File: src/rtl/fifo_pkg.sv
// Definitions shared by the burst writer and the write-side FIFO: state encoding
// and default widths.
package fifo_pkg;

  localparam int FIFO_DATA_WIDTH = 8;
  localparam int FIFO_LEN_W      = 10;

  typedef enum logic [1:0] {
    ST_IDLE  = 2'd0,
    ST_WRITE = 2'd1,
    ST_GAP   = 2'd2,
    ST_STALL = 2'd3
  } wr_state_e;

  // Minimum counter width able to hold max_val, never below one bit.
  function automatic int cnt_width(input int max_val);
    return (max_val < 2) ? 1 : $clog2(max_val + 1);
  endfunction

endpackage

File: src/rtl/pace_counter.sv
// Loadable down-counter that pulses done on its last counting cycle; paces the
// idle gap between consecutive FIFO writes.
module pace_counter #(
  parameter int P_CNT_W = 2
) (
  input  logic               PROD_CLK,
  input  logic               RST_n,
  input  logic               load,
  input  logic [P_CNT_W-1:0] load_val,
  input  logic               en,
  output logic               done
);

  logic [P_CNT_W-1:0] cnt_q;

  always_ff @(posedge PROD_CLK or negedge RST_n) begin
    if (!RST_n) begin
      cnt_q <= '0;
    end else if (load) begin
      cnt_q <= load_val;
    end else if (en && (cnt_q != '0)) begin
      cnt_q <= cnt_q - P_CNT_W'(1);
    end
  end

  // Terminal count is 1 so that a load of N yields exactly N enabled cycles.
  assign done = en && (cnt_q == P_CNT_W'(1));

endmodule

File: src/rtl/prod_burst_writer.sv
// Producer-side burst writer: moves BURST_LEN source words into a FIFO write
// port with a forced idle gap between writes, honouring FULL and ABORT.
//
//   state    | meaning
//   ---------+------------------------------------------------------
//   ST_IDLE  | waiting for START with a non-zero BURST_LEN
//   ST_WRITE | ready to accept one source word
//   ST_GAP   | forced idle spacing after a non-final transfer
//   ST_STALL | FIFO full, waiting for FULL to drop
module prod_burst_writer
  import fifo_pkg::*;
#(
  parameter int P_DATA_WIDTH  = FIFO_DATA_WIDTH,
  parameter int P_IDLE_CYCLES = 2,
  parameter int P_LEN_W       = FIFO_LEN_W
) (
  input  logic                    PROD_CLK,
  input  logic                    RST_n,
  input  logic                    START,
  input  logic [P_LEN_W-1:0]      BURST_LEN,
  input  logic                    ABORT,
  input  logic                    SRC_VALID,
  input  logic [P_DATA_WIDTH-1:0] SRC_DATA,
  output logic                    SRC_READY,
  input  logic                    FULL,
  output logic                    W_EN,
  output logic [P_DATA_WIDTH-1:0] DATA_IN,
  output logic                    BUSY,
  output logic                    DONE,
  output logic [P_LEN_W-1:0]      WORDS_WRITTEN
);

  localparam int                 GAP_W    = cnt_width(P_IDLE_CYCLES);
  localparam logic [GAP_W-1:0]   GAP_LOAD = GAP_W'(P_IDLE_CYCLES);
  localparam logic [P_LEN_W-1:0] LEN_ONE  = P_LEN_W'(1);
  localparam logic [P_LEN_W-1:0] LEN_MAX  = '1;

  wr_state_e state_q, state_d;

  logic [P_LEN_W-1:0]      remaining_q;
  logic [P_LEN_W-1:0]      words_q;
  logic [P_DATA_WIDTH-1:0] data_q;
  logic                    w_en_q;
  logic                    done_q;

  logic start_ok;
  logic xfer;
  logic last_word;
  logic gap_load;
  logic gap_done;

  assign start_ok  = (state_q == ST_IDLE) && START && (BURST_LEN != '0);
  assign SRC_READY = (state_q == ST_WRITE) && !FULL && !ABORT;
  assign xfer      = SRC_READY && SRC_VALID;
  assign last_word = (remaining_q == LEN_ONE);

  always_ff @(posedge PROD_CLK or negedge RST_n) begin
    if (!RST_n) begin
      state_q <= ST_IDLE;
    end else begin
      state_q <= state_d;
    end
  end

  always_comb begin
    state_d  = state_q;
    gap_load = 1'b0;
    case (state_q)
      ST_IDLE: begin
        if (start_ok) state_d = ST_WRITE;
      end
      ST_WRITE: begin
        if (ABORT) begin
          state_d = ST_IDLE;
        end else if (FULL) begin
          state_d = ST_STALL;
        end else if (SRC_VALID) begin
          if (last_word) begin
            state_d = ST_IDLE;
          end else if (P_IDLE_CYCLES == 0) begin
            state_d = ST_WRITE;
          end else begin
            state_d  = ST_GAP;
            gap_load = 1'b1;
          end
        end
      end
      ST_GAP: begin
        if (ABORT) state_d = ST_IDLE;
        else if (gap_done) state_d = ST_WRITE;
      end
      ST_STALL: begin
        if (ABORT) state_d = ST_IDLE;
        else if (!FULL) state_d = ST_WRITE;
      end
      default: state_d = ST_IDLE;
    endcase
  end

  pace_counter #(
    .P_CNT_W (GAP_W)
  ) u_gap_cnt (
    .PROD_CLK (PROD_CLK),
    .RST_n    (RST_n),
    .load     (gap_load),
    .load_val (GAP_LOAD),
    .en       (state_q == ST_GAP),
    .done     (gap_done)
  );

  // DONE is registered alongside W_EN so both land in the same cycle.
  always_ff @(posedge PROD_CLK or negedge RST_n) begin
    if (!RST_n) begin
      remaining_q <= '0;
      words_q     <= '0;
      data_q      <= '0;
      w_en_q      <= 1'b0;
      done_q      <= 1'b0;
    end else begin
      w_en_q <= xfer;
      done_q <= xfer && last_word;
      if (start_ok) begin
        remaining_q <= BURST_LEN;
        words_q     <= '0;
      end else if (xfer) begin
        remaining_q <= remaining_q - LEN_ONE;
        data_q      <= SRC_DATA;
        if (words_q != LEN_MAX) words_q <= words_q + LEN_ONE;
      end
    end
  end

  assign W_EN          = w_en_q;
  assign DATA_IN       = data_q;
  assign DONE          = done_q;
  assign WORDS_WRITTEN = words_q;
  assign BUSY          = (state_q != ST_IDLE);

endmodule

File: config.mk
export PLATFORM = sky130hd
export DESIGN_NAME = prod_burst_writer
export DESIGN_NICKNAME = d
export VERILOG_FILES = /design/src/rtl/fifo_pkg.sv /design/src/rtl/pace_counter.sv /design/src/rtl/prod_burst_writer.sv
export SDC_FILE = /design/constraint.sdc
export NUM_CORES = 1
export LEC_CHECK = 0
export CAP_MARGIN = 20
export CORE_ASPECT_RATIO = 1.75
export CORE_UTILIZATION = 45
export CTS_CLUSTER_DIAMETER = 100
export DETAILED_ROUTE_END_ITERATION = 7
export PLACE_DENSITY = 0.74
export SLEW_MARGIN = 15
export SYNTH_ARGS = -nofsm -noshare
export SYNTH_HDL_FRONTEND = slang
export SYNTH_HIERARCHICAL = 1
export SYNTH_SLANG_ARGS = --single-unit
export TNS_END_PERCENT = 10
File: constraint.sdc
create_clock -name PROD_CLK -period 4.3 [get_ports PROD_CLK]
set_input_delay 0.86 -clock PROD_CLK [delete_from_list [all_inputs] [get_ports PROD_CLK]]
set_output_delay 0.86 -clock PROD_CLK [all_outputs]
set_load 0.01 [all_outputs]
# [Yosys cells after proc, flatten, opt, wreduce, memory -nomap -nowiden]
# Cells that the tools add are included.
[word_totals] elab_cells=63 inputBits=24 output_inout_bits=22 register_bits=34
[op_classes] reduce_logical=20 n_addsub=3 n_mux=22 n_eq_ne=10 bitwise_logic=1
[ops] operator="two-way mux 10 bit" count=5
[ops] operator="two-way mux 2 bit" count=11
[ops] operator="adder 10 x 1 -> 10 bit (second input constant)" count=1
[ops] operator="equality test 10 x 1 -> 1 bit (second input constant)" count=1
[ops] operator="!= test 10 bit (second input constant)" count=1
[ops] operator="nonzero test 10 bit" count=1
[ops] operator="nonzero test 2 bit" count=5
[ops] operator="subtractor 10 x 1 -> 10 bit (second input constant)" count=1
[ops] operator="logical AND 1 bit" count=8
[ops] operator="case mux 2 bit (4 select lines)" count=1
[ops] operator="!= test 3 bit (second input constant)" count=2
[ops] operator="two-way mux 1 bit" count=5
[ops] operator="equality test 2 x 1 -> 1 bit (second input constant)" count=2
[ops] operator="equality test 2 bit (second input constant)" count=2
[ops] operator="!= test 4 bit (second input constant)" count=1
[ops] operator="AND reduction 2 bit" count=2
[ops] operator="AND reduction 4 bit" count=1
[ops] operator="logical NOT 1 bit" count=2
[ops] operator="logical NOT 2 bit" count=1
[ops] operator="!= test 2 bit (second input constant)" count=1
[ops] operator="subtractor 2 x 1 -> 2 bit (second input constant)" count=1
[ops] operator="inverter 1 bit" count=1

# [Logic depth before layout (Yosys ltp)]
# Gate-level depths: netlist of the first run.
[depth] ltp_word=7 depth_mapped=8 mapped_depth_nobuf=6

# [Cells and area by module]
# Netlist of the first run, hierarchy kept.
[modules_own_cells] mod="prod_burst_writer" seq_area_each_um2=800.8 area_each_um2=1735.4 cells_per_inst=185 n_inst=1
[modules_own_cells] mod="pace_counter" seq_area_each_um2=50.0 area_each_um2=148.9 cells_per_inst=14 n_inst=1

# [Least setup slack after synthesis of the first run]
# No wires, ideal clock.
[synth_path] path_type="input port to flip-flop" startpoint="in FULL" endpoint="reg u_gap_cnt.cnt_q[0]" required_time_ps=4174 t_arrival_ps=2331 setup_time_ps=126 stages=7 path_slack_ps=1843 path_buffers=1 path_cell_list="nor3_4 nand2_2 inv_1 buf_1 and2_1 and2b_4 a221o_1"
[synth_between] elab_chain_len=4 word_cells_on_any_way=5 cone_classes="mux (4); reduce/logical (1)"
[synth_rtl] item="start: declaration" line="prod_burst_writer.sv:25" source="input logic FULL,"
[synth_rtl] item="two-way mux 1 bit (*)" line="prod_burst_writer.sv:75" source="end else if (FULL) begin"
[synth_rtl] item="two-way mux 1 bit (*)" line="prod_burst_writer.sv:73" source="if (ABORT) begin"
[synth_rtl] item="two-way mux 1 bit (*)" line="prod_burst_writer.sv:68" source="case (state_q)"
[synth_rtl] item="named net gap_load" line="prod_burst_writer.sv:49" source="logic gap_load;"
[synth_rtl] item="two-way mux 2 bit or nonzero test 2 bit (tied branches)"
[synth_rtl] item="end signal: assignment" line="pace_counter.sv:20" source="cnt_q <= load_val;"
[synth_rtl] item="end signal: assignment" line="pace_counter.sv:22" source="cnt_q <= cnt_q - P_CNT_W'(1);"
[synth_rtl] item="end: declaration" line="pace_counter.sv:14" source="logic [P_CNT_W-1:0] cnt_q;"
# Mark *: on every way through the listed nets, which the timed path passes. The rest lies on a longest branch.
# A chain may end at the register's enable or synchronous reset.

# [Worst setup path in the final report of the first run]
[layout_path] startpoint="in FULL" endpoint="out SRC_READY"
[layout_between] elab_chain_len=3
[layout_rtl] item="logical NOT 1 bit"
[layout_rtl] item="logical AND 1 bit (2 in a row)" line="prod_burst_writer.sv:53" source="assign SRC_READY = (state_q == ST_WRITE) && !FULL && !ABORT;"
[layout_rtl] item="end: declaration" line="prod_burst_writer.sv:24" source="output logic SRC_READY,"
# No other way between the ends.

==> results of run 1 <==
## stage by stage
stage / cell area (sq um) / std cells / setup slack (ns) / hold WS [ns] / total power, mW
after floorplan: 1880 / 199 / 1.84 / 0.478 / 0.741
after global placement: 2360 / 286 / 1.03 / 0.459 / 0.902
after detailed placement: 2360 / 287 / 1.02 / 0.461 / 0.913
after CTS: 2450 / 295 / 1.01 / 0.476 / 1.15
after global routing: 2450 / 295 / 0.958 / 0.516 / 1.22
final: 2450 / 295 / 1.02 / 0.473 / 1.14
## registers in the layout (all words and copies together) (netlist names)
signal / flops
DONE: 1
W_EN: 1
remaining_q: 10
WORDS_WRITTEN: 10
DATA_IN: 8
state_q: 2
u_gap_cnt/cnt_q: 2
## cell usage in the layout (no fill, tap or decap), types with 3 or more instances in the layout
cell type,count
xor2_1,3
ha_1,5
nand4_1,5
nor4b_1,3
clkbuf_8,6
o21ai_0,8
a221o_1,5
nor2_1,11
nor3_1,3
clkdlybuf4s50_1,45
or4_1,6
a21oi_1,7
o211ai_1,3
inv_1,7
dfrtp_1,34
nor2b_1,3
nand2_1,36
and2_1,4
o31ai_1,4
nand3_1,13
## Yosys cell counts, drive strengths merged, types with 4 or more instances
library cell,n
nand4,5
o31ai,4
a221o,5
nand2,37
o21ai,8
nor3,4
and2,4
or4,7
buf,6
a21oi,7
nand3,13
dfrtp,34
nor2,11
inv,7
ha,5
## where the power goes
part           switching (mW)  internal, mW
clock network           0.109         0.129
registers              0.0948         0.415
logic                   0.184         0.212
total                   0.388         0.756
## worst max-delay path: stages
cell             delay [ns]
clkdlybuf4s50_1        0.51
nor3_4                 0.34
and2_1                 0.19
clkdlybuf4s50_1        0.53
## cells by family after synthesis
logic type | synth area share [%]
xor+xnor | 1.39
buf+inv | 4.12
fa+ha+maj | 3.32
mux | 1.13
compound gates | 14.8
simple gates | 29.7
flops | 45.2
other cells | 0.399
## layer usage
layer	up-vias	track usage [%]	wire length, um
li1	817	-	-
met1	817	22.9	1720
met2	46	35.8	2190
met3	11	5.56	181
met4	0	11.4	135
met5	-	0	0
## worst paths after layout
check                                        from                    endpoint  slack, ns  depth (start not counted)
max in group asynchronous                   RST_n      DATA_IN[1]$_DFFE_PN0P_       3.00                          2
hold / removal             DATA_IN[3]$_DFFE_PN0P_      DATA_IN[3]$_DFFE_PN0P_       0.47                          2
hold reg to reg            DATA_IN[3]$_DFFE_PN0P_      DATA_IN[3]$_DFFE_PN0P_       0.47                          2
setup reg to reg           state_q[1]$_DFFE_PN0P_  remaining_q[3]$_DFFE_PN0P_       2.07                          4
min in group asynchronous                   RST_n  remaining_q[6]$_DFFE_PN0P_       0.98                          2
setup / recovery                             FULL                   SRC_READY       1.02                          4
## cell type report
| cell class | instances | area, sq um | area share (%) |
|---|---|---|---|
| Tap cell | 48 | 60.1 | 2.45 |
| Sequential cell | 34 | 851 | 34.7 |
| Multi-Input combinational cell | 150 | 956 | 38.9 |
| Clock inverter | 1 | 5.00 | 0.204 |
| Timing Repair Buffer | 48 | 470 | 19.2 |
| Inverter | 7 | 26.3 | 1.07 |
| Clock buffer | 7 | 86.3 | 3.52 |
==> summary.md, run 1 <==
| Metric | Value |
|---|---|
| Status | finished clean |
| Hold crit path type | reg2reg |
| Post-synthesis sequential area ratio | 45.2% |
| Top FF cell, synth | dfrtp_1 |
| Power Dens Cells | 466 nW/um^2 |
| Post-synth ARST share | 100% |
| CP Max Fanout | 7 |
| Leading area contributor after synthesis | dfrtp_1 |
| Die area | 4460 sq um |
| Layout overhead on the synthesized area | 30.3% |
| Synth top area cells | dfrtp_1 (45%), nand2_1 (7.2%), nand3_1 (3.5%), ha_1 (3.3%), a221o_1 (2.7%) |
| Post-DRT Antenna Nets | 0 |
| NumNets Final | 275 |
| CTS tree | yes |
| Vias/cell | 5.73 |
| Largest net degree at the start of global routing | 35 |
| TritonCTS buffer count | 5 |
| Layout cell share with drive strength beyond 1 | 8.10% |
| Fillcell total | 363 |
| Crit start category | input pin |
| Number of distinct library cells after synthesis | 50 |
| Slew @ Worst Pin | 0.625 ns |
| Die Wd | 50.9 um |
| CTS resizes | 0 |
| Setup violators final | 0 |
| Row count | 30 |
| Later-pin clock latency in the skew report | 0.29 ns |
| Hold buffer count at cts | 0 |
| DRC Markers | 0 |
| Initial DRC Count | 59 |
| Flip-flop and latch count after synthesis | 34 |
| Routability cong. | 0.762 |
| Global route overflow | 0 |
| Worst setup path class | in2out |
| Yosys warns | 6 |
| Number of flops mapped to enable cells by yosys | 0 |
| Final wirelength | 4230 um |
| Clock buffer depth | 2 |
| Antenna violations before repair | 0 |
| Global Route Usage Sum | 20.9% |
| Die Ht | 87.6 um |
| CORE AREA | 3940 sq um |
| Period utilisation layout | 76.4% |
| Unrepaired setup endpoints after global routing | false |
| Final Max Slew Viols | 0 |
| MaxCap Viol Count | 0 |
| Crit end category | primary output |
| Post-CTS setup buffers | 0 |
| Final Skew | 0.0119 ns |
| DP Wirelength | 3110 um |
| Clock Tree Root | clkbuf_8 |
| Vias | 1691 |
| Port-buffer cells | 45 |
| Setup TNS | 0 ns |
| CTS clock-pin slew for the worst setup and hold paths | 0.06 ns |
| Top-area cell type share of the netlist area | 45.2% |
| Ports | 46 |
| LEAKAGE | 1.00 nW |
| Ant. Diodes | 0 |
| First-pass GRT wire length | 6930 um |
| Final Critical Period | 3.28 ns |
| Mapped cell area | 1880 sq um |
| Vias in the first global route | 1589 |
| Worst EP required | 3.44 ns |
| Final Core Density | 62.3% |
| First drt pass iteration count | 4 |
| Mean Syn Cell Area | 9.47 sq um |
| Peak supply drop | 363 uV |
| Syn Nets | 228 |
| Synth Instances | 199 |
| WL/cell | 14.3 um |
| F_max | 0.305 GHz |
| Num Clock Sinks | 34 |
| Headroom to the max-slew limit | 57.8% |
| Initial Utilization | 47.8% |
| H-tree Lvls | 2 |
| Fin. Hold Viols | 0 |
| Critical path arrival | 2.42 ns |
(Power assumes the default switching activity.)
==> inputs of run 2 (changes only) <==
--- a/config.mk
+++ b/config.mk
@@ -7,10 +7,10 @@
 export LEC_CHECK = 0
 export CAP_MARGIN = 20
 export CORE_ASPECT_RATIO = 1.75
-export CORE_UTILIZATION = 45
+export CORE_UTILIZATION = 44
 export CTS_CLUSTER_DIAMETER = 100
 export DETAILED_ROUTE_END_ITERATION = 7
-export PLACE_DENSITY = 0.74
+export PLACE_DENSITY = 0.75
 export SLEW_MARGIN = 15
 export SYNTH_ARGS = -nofsm -noshare
 export SYNTH_HDL_FRONTEND = slang
==> constraint.sdc (replaced) <==
create_clock -name PROD_CLK -period 2.8 [get_ports PROD_CLK]
set_input_delay 0.56 -clock PROD_CLK [delete_from_list [all_inputs] [get_ports PROD_CLK]]
set_output_delay 0.56 -clock PROD_CLK [all_outputs]
set_load 0.01 [all_outputs]
==> run 2 against run 1 <==
Effect of this change:
- clock power rose by 58%
- clock skew fell by 0.0083 ns
- combinational power rose by 58%
- final cell count rose by 2.0%
- sequential power rose by 54%
- critical path depth did not move
- flip-flop and latch count did not move
- global-route usage rose by 0.93 points
- critical endpoint unchanged
- largest cell class unchanged
- hold slack improved by 0.0056 ns
==> summary.md, run 2 (same netlist as run 1, synthesis figures left out) <==
| Metric | Value |
|---|---|
| Final Max Slew Viols | 0 (unchanged) |
| Routability cong. | 0.831 (was 0.762) |
| CTS resizes | 0 (unchanged) |
| Layout overhead on the synthesized area | 32.5% (was 30.3%) |
| MaxCap Viol Count | 0 (unchanged) |
| Vias | 1720 (was 1691) |
| F_max | 0.397 GHz |
| Layout cell share with drive strength beyond 1 | 9.92% (was 8.10%) |
| Power Dens Cells | 717 nW/um^2 (was 466 nW/um^2) |
| Unrepaired setup endpoints after global routing | false (unchanged) |
| Final Skew | 0.00360 ns (was 0.0119 ns) |
| Crit start category | input pin (unchanged) |
| Initial DRC Count | 63 (was 59) |
| Worst EP required | 2.24 ns (was 3.44 ns) |
| Storage cell area | 851 sq um (unchanged) |
| R2r setup slk | 0.75 ns (was 2.07 ns) |
| Vias in the first global route | 1593 (was 1589) |
| Worst flop-to-flop path endpoint | u_gap_cnt/cnt_q[1]$_DFFE_PN0P_ (was remaining_q[3]$_DFFE_PN0P_) |
| CP Capture Point | SRC_READY (unchanged) |
| R2R depth | 5 (was 4) |
| Final cell count without fillers | 301 (was 295) |
| Port-buffer cells | 45 (unchanged) |
| First-pass GRT wire length | 7310 um (was 6930 um) |
| TritonCTS buffer count | 5 (unchanged) |
| Clock Tree Root | clkbuf_8 (unchanged) |
| Die Wd | 51.5 um (was 50.9 um) |
| Later-pin clock latency in the skew report | 0.29 ns (about the same) |
| CP peak stage delay | 0.53 ns (about the same) |
| NumNets Final | 280 (was 275) |
| Setup TNS | 0 ns (unchanged) |
| Antenna violations before repair | 0 (unchanged) |
| Hold Crit Depth | 2 (unchanged) |
| Post-DRT Antenna Nets | 0 (unchanged) |
| Multi-input logic area | 956 sq um (unchanged) |
| Worst Hold Launch | DATA_IN[3]$_DFFE_PN0P_ (unchanged) |
| Die area | 4560 sq um (was 4460 sq um) |
| CORE AREA | 4110 sq um (was 3940 sq um) |
| DRC Markers | 0 (unchanged) |
| First drt pass iteration count | 4 (unchanged) |
| Global route overflow | 0 (unchanged) |
| H-tree Lvls | 2 (unchanged) |
| Status | finished clean (unchanged) |
| Commonest cells after routing, fill and taps aside | clkdlybuf4s50_1 (45), nand2_1 (36), dfrtp_1 (34), nand3_1 (13), nor2_1 (11) (unchanged) |
| CTS tree | yes (unchanged) |
| CTS clock-pin slew for the worst setup and hold paths | 0.07 ns (was 0.06 ns) |
| Slew @ Worst Pin | 0.607 ns (was 0.625 ns) |
| Vias/cell | 5.71 (was 5.73) |
| DP Wirelength | 3290 um (was 3110 um) |
| Worst setup path class | in2out (unchanged) |
| Post-CTS setup buffers | 0 (unchanged) |
| Cell count after placement | 293 (was 287) |
| Most used cell, CP | clkdlybuf4s50_1 (unchanged) |
| Commonest non-fill, non-tap cell in the layout | clkdlybuf4s50_1 (unchanged) |
| WL/cell | 14.7 um (was 14.3 um) |
| Critical path arrival | 1.96 ns (was 2.42 ns) |
| Initial Utilization | 45.8% (was 47.8%) |
| Clock buffer depth | 2 (unchanged) |
| Setup violators final | 0 (unchanged) |
| Ant. Diodes | 0 (unchanged) |
| Hold buffer count at cts | 0 (unchanged) |
| Origin of the critical flop-to-flop path | remaining_q[4]$_DFFE_PN0P_ (was state_q[1]$_DFFE_PN0P_) |
| Critical path's slowest cell | clkdlybuf4s50_1 (unchanged) |
| Row count | 31 (was 30) |
| LEAKAGE | 1.03 nW (was 1.00 nW) |
| Cell breakdown of the critical path | clkdlybuf4s50_1 > nor3_4 > and2_1 > clkdlybuf4s50_1 (unchanged) |
| Final wirelength | 4430 um (was 4230 um) |
| Global Route Usage Sum | 21.8% (was 20.9%) |
| Num Clock Sinks | 34 (unchanged) |
| Headroom to the max-slew limit | 58.9% (was 57.8%) |
| Final Critical Period | 2.52 ns |
| Die Ht | 88.6 um (was 87.6 um) |
| CP Max Fanout | 4 (was 7) |
| Period utilisation layout | 90.0% |
| Ports | 46 (unchanged) |
| Worst setup path start | FULL (unchanged) |
| Fillcell total | 389 (was 363) |
| Fin. Hold Viols | 0 (unchanged) |
| Largest net degree at the start of global routing | 35 (unchanged) |
| Hold crit path type | reg2reg (unchanged) |
| Crit end category | primary output (unchanged) |
| Peak supply drop | 494 uV (was 363 uV) |
==> run 2: cell types whose count changed in the layout (fill, tap and decap cells not counted), sizes merged <==
cell  change
buf       +5
==> run 2: layout make-up <==
| cell class | count | area share [%] |
|---|---|---|
| multi-input combinational | 150 | 38.3 |
| sequential | 34 | 34.1 |
| timing repair buffer | 53 | 20.5 |
| clock buffer | 7 | 3.46 |
| tap | 49 | 2.46 |
| inverter | 7 | 1.05 |
| clock inverter | 1 | 0.201 |
==> run 2: worst max-delay path: cells and delay by family <==
family | cells | cell delay (ns)
and+or+nand+nor | 2 | 0.36
buffers and inverters | 2 | 1.04
==> run 2: per-stage QoR <==
stage | utilization, % | hold WS, ns | total power, mW | worst slack [ns] | instance area (sq um)
global route | 60.7 | 0.504 | 1.92 | 0.231 | 2500
floorplan | - | 0.264 | 1.14 | 0.643 | 1880
finish | 60.7 | 0.478 | 1.79 | 0.279 | 2500
global placement | 58.5 | 0.458 | 1.40 | 0.175 | 2400
CTS | 60.7 | 0.483 | 1.80 | 0.275 | 2500
detailed placement | 58.5 | 0.465 | 1.42 | 0.146 | 2400
==> run 2: power by group <==
| part | internal (mW) | switching, mW | leakage [nW] | total, mW |
|---|---|---|---|---|
| registers | 0.637 | 0.149 | 0.441 | 0.787 |
| clock network | 0.198 | 0.178 | 0.0482 | 0.376 |
| logic | 0.339 | 0.288 | 0.540 | 0.627 |
| total | 1.17 | 0.615 | 1.03 | 1.79 |
==> run 2: worst min-delay path by stage <==
stage | slack (ns) | endpoint
finish | 0.48 | DATA_IN[3]$_DFFE_PN0P_
global route | 0.50 | DATA_IN[7]$_DFFE_PN0P_
CTS | 0.48 | DATA_IN[2]$_DFFE_PN0P_
detailed placement | 0.47 | DATA_IN[2]$_DFFE_PN0P_
global placement | 0.46 | DATA_IN[4]$_DFFE_PN0P_
floorplan | 0.26 | DATA_IN[0]$_DFFE_PN0P_
==> run 2: per-layer routing <==
metal / GRT usage (%) / up-vias / wire (um)
li1: - / 825 / -
met3: 4.81 / 10 / 130
met5: 0 / - / 0
met2: 38.8 / 40 / 2440
met1: 24.2 / 845 / 1760
met4: 9.58 / 0 / 100
==> inputs of run 3 (changes only) <==
--- a/config.mk
+++ b/config.mk
@@ -6,12 +6,14 @@
 export NUM_CORES = 1
 export LEC_CHECK = 0
 export CAP_MARGIN = 20
+export CELL_PAD_IN_SITES_DETAIL_PLACEMENT = 0
+export CELL_PAD_IN_SITES_GLOBAL_PLACEMENT = 1
 export CORE_ASPECT_RATIO = 1.75
-export CORE_UTILIZATION = 44
+export CORE_UTILIZATION = 33
 export CTS_CLUSTER_DIAMETER = 100
 export DETAILED_ROUTE_END_ITERATION = 7
-export PLACE_DENSITY = 0.75
-export SLEW_MARGIN = 15
+export PLACE_DENSITY_LB_ADDON = 0.1
+export RECOVER_POWER = 100
 export SYNTH_ARGS = -nofsm -noshare
 export SYNTH_HDL_FRONTEND = slang
 export SYNTH_HIERARCHICAL = 1
==> run 3 against run 2 <==
Effect of this change:
- critical path depth rose by 2
- final cell count rose by 10%
- first-iteration DRC count shrank 21%
- flip-flop and latch count unchanged
- non-clock buffer count rose by 4
- die area grew 32%
- routed wire length increased by 11%
- global-route usage fell by 3.6 points
- critical path type is now in2reg
- critical endpoint is now remaining_q[4]$_DFFE_PN0P_
==> summary.md, run 3 (same netlist as run 1, synthesis figures left out) <==
| Metric | Value |
|---|---|
| Worst hold slack | 0.468 ns (was 0.478 ns) |
| Final Skew | 0.00250 ns (was 0.00360 ns) |
| Die Wd | 59.1 um (was 51.5 um) |
| Worst setup path start | BURST_LEN[6] (was FULL) |
| Hold buffer count at cts | 0 (unchanged) |
| Unrepaired setup endpoints after global routing | false (unchanged) |
| Routability cong. | 0.777 (was 0.831) |
| Final Max Slew Viols | 0 (unchanged) |
| Later-pin clock latency in the skew report | 0.28 ns (was 0.29 ns) |
| CORE AREA | 5540 sq um (was 4110 sq um) |
| Commonest cells after routing, fill and taps aside | nand2_1 (36), dfrtp_1 (34), dlygate4sd3_1 (23), clkdlybuf4s50_1 (22), nand3_1 (13) (was clkdlybuf4s50_1 (45), nand2_1 (36), dfrtp_1 (34), nand3_1 (13), nor2_1 (11)) |
| Worst EP required | 3.01 ns (was 2.24 ns) |
| Initial DRC Count | 50 (was 63) |
| Clock power frac | 24.1% (was 21.0%) |
| Headroom to the max-slew limit | 40.8% (was 58.9%) |
| Ant. Diodes | 0 (unchanged) |
| First-pass GRT wire length | 8210 um (was 7310 um) |
| TritonCTS buffer count | 5 (unchanged) |
| Post-DRT Antenna Nets | 0 (unchanged) |
| Clock buffer depth | 2 (unchanged) |
| Multi-input logic area | 941 sq um (was 956 sq um) |
| Largest net degree at the start of global routing | 35 (unchanged) |
| Critical path arrival | 2.79 ns (was 1.96 ns) |
| Status | finished clean (unchanged) |
| Worst setup path class | in2reg (was in2out) |
| Final wirelength | 4900 um (was 4430 um) |
| Layout overhead on the synthesized area | 35.1% (was 32.5%) |
| CTS clock-pin slew for the worst setup and hold paths | 0.07 ns (about the same) |
| Initial Utilization | 34.0% (was 45.8%) |
| Fin. Hold Viols | 0 (unchanged) |
| Commonest non-fill, non-tap cell in the layout | nand2_1 (was clkdlybuf4s50_1) |
| NumNets Final | 284 (was 280) |
| Ports | 46 (unchanged) |
| Final Critical Period | 2.58 ns (was 2.52 ns) |
| Power Internal | 1.23 mW (was 1.17 mW) |
| Peak supply drop | 490 uV (was 494 uV) |
| Final Core Density | 45.9% (was 60.7%) |
| Switching pwr | 0.631 mW (was 0.615 mW) |
| Die Ht | 102 um (was 88.6 um) |
| Storage cell area | 851 sq um (unchanged) |
| Sw frac | 34.0% (was 34.4%) |
| Worst Hold Launch | DATA_IN[6]$_DFFE_PN0P_ (was DATA_IN[3]$_DFFE_PN0P_) |
| Antenna violations before repair | 0 (unchanged) |
| CP Max Fanout | 5 (was 4) |
| Hold crit path type | reg2reg (unchanged) |
| Global route overflow | 0 (unchanged) |
| Setup TNS | 0 ns (unchanged) |
| H-tree Lvls | 2 (unchanged) |
| Port-buffer cells | 45 (unchanged) |
| Global Route Usage Sum | 18.2% (was 21.8%) |
| Fillcell total | 563 (was 389) |
| DRC Markers | 0 (unchanged) |
| First drt pass iteration count | 5 (was 4) |
| Crit start category | input pin (unchanged) |
| Period utilisation layout | 92.3% (was 90.0%) |
| Gate power share | 33.4% (was 35.0%) |
| CTS resizes | 0 (unchanged) |
| MaxCap Viol Count | 0 (unchanged) |
| Layout cell share with drive strength beyond 1 | 9.77% (was 9.92%) |
| Die area | 6030 sq um (was 4560 sq um) |
| Num Clock Sinks | 34 (unchanged) |
| Vias in the first global route | 1754 (was 1593) |
| Vias/cell | 5.18 (was 5.71) |
| Power Dens Cells | 729 nW/um^2 (was 717 nW/um^2) |
| F_max | 0.387 GHz (was 0.397 GHz) |
| DP Wirelength | 3550 um (was 3290 um) |
| Vias | 1719 (was 1720) |
| Post-CTS setup buffers | 0 (unchanged) |
| WL/cell | 14.8 um (was 14.7 um) |
| Origin of the critical flop-to-flop path | state_q[0]$_DFFE_PN0P_ (was remaining_q[4]$_DFFE_PN0P_) |
| Slew @ Worst Pin | 0.888 ns (was 0.607 ns) |
| CTS tree | yes (unchanged) |
| Row count | 36 (was 31) |
| Setup violators final | 0 (unchanged) |
| Crit end category | flop (was primary output) |
| LEAKAGE | 1.09 nW (was 1.03 nW) |
| Clock Tree Root | clkbuf_8 (unchanged) |
| Seq pwr share | 42.5% (was 44.0%) |
==> run 3: cell type report <==
type | instances | area share [%]
multi-input combinational | 150 | 37.0
sequential | 34 | 33.4
timing repair buffer | 57 | 20.6
tap | 76 | 3.74
clock buffer | 5 | 2.70
clock inverter | 3 | 1.57
inverter | 7 | 1.03
==> run 3: final timing paths <==
| kind | cells past startpoint | end | slack (ns) |
|---|---|---|---|
| max reg2reg | 6 | remaining_q[0]$_DFFE_PN0P_ | 0.57 |
| min | 2 | DATA_IN[6]$_DFFE_PN0P_ | 0.47 |
| min in group asynchronous | 2 | remaining_q[4]$_DFFE_PN0P_ | 0.92 |
| max | 6 | remaining_q[4]$_DFFE_PN0P_ | 0.22 |
| min reg2reg | 2 | DATA_IN[6]$_DFFE_PN0P_ | 0.47 |
| max in group asynchronous | 2 | WORDS_WRITTEN[3]$_DFFE_PN0P_ | 1.33 |
==> run 3: critical path: stages <==
cell	delay [ns]
dlygate4sd3_1	0.55
or4_1	0.59
o41ai_2	0.59
clkbuf_1	0.28
nand3_1	0.11
o211ai_1	0.10
==> run 3: stage by stage <==
stage	power, mW	instance area, sq um	setup slack, ns	std cells
2_1_floorplan	1.14	1880	0.643	199
3_3_place_gp	1.46	2470	0.170	324
3_5_place_dp	1.46	2470	0.160	324
4_1_cts	1.92	2580	0.216	332
5_1_grt	2.00	2540	0.0877	332
6_report	1.86	2540	0.217	332
==> run 3: per-layer routing <==
| metal | routed length [um] | track usage (%) | vias to the layer above |
|---|---|---|---|
| li1 | - | - | 836 |
| met1 | 2060 | 22.2 | 835 |
| met2 | 2590 | 31.2 | 37 |
| met3 | 158 | 3.04 | 11 |
| met4 | 95 | 7.33 | 0 |
| met5 | 0 | 0 | - |
==> run 3: power groups by stage <==
stage | Sequential [mW] | Combinational (mW) | Clock (mW)
3_5_place_dp | 0.797 | 0.663 | 0
4_1_cts | 0.788 | 0.666 | 0.464
6_report | 0.789 | 0.620 | 0.447
3_3_place_gp | 0.798 | 0.658 | 0
2_1_floorplan | 0.779 | 0.359 | 0
5_1_grt | 0.811 | 0.704 | 0.480
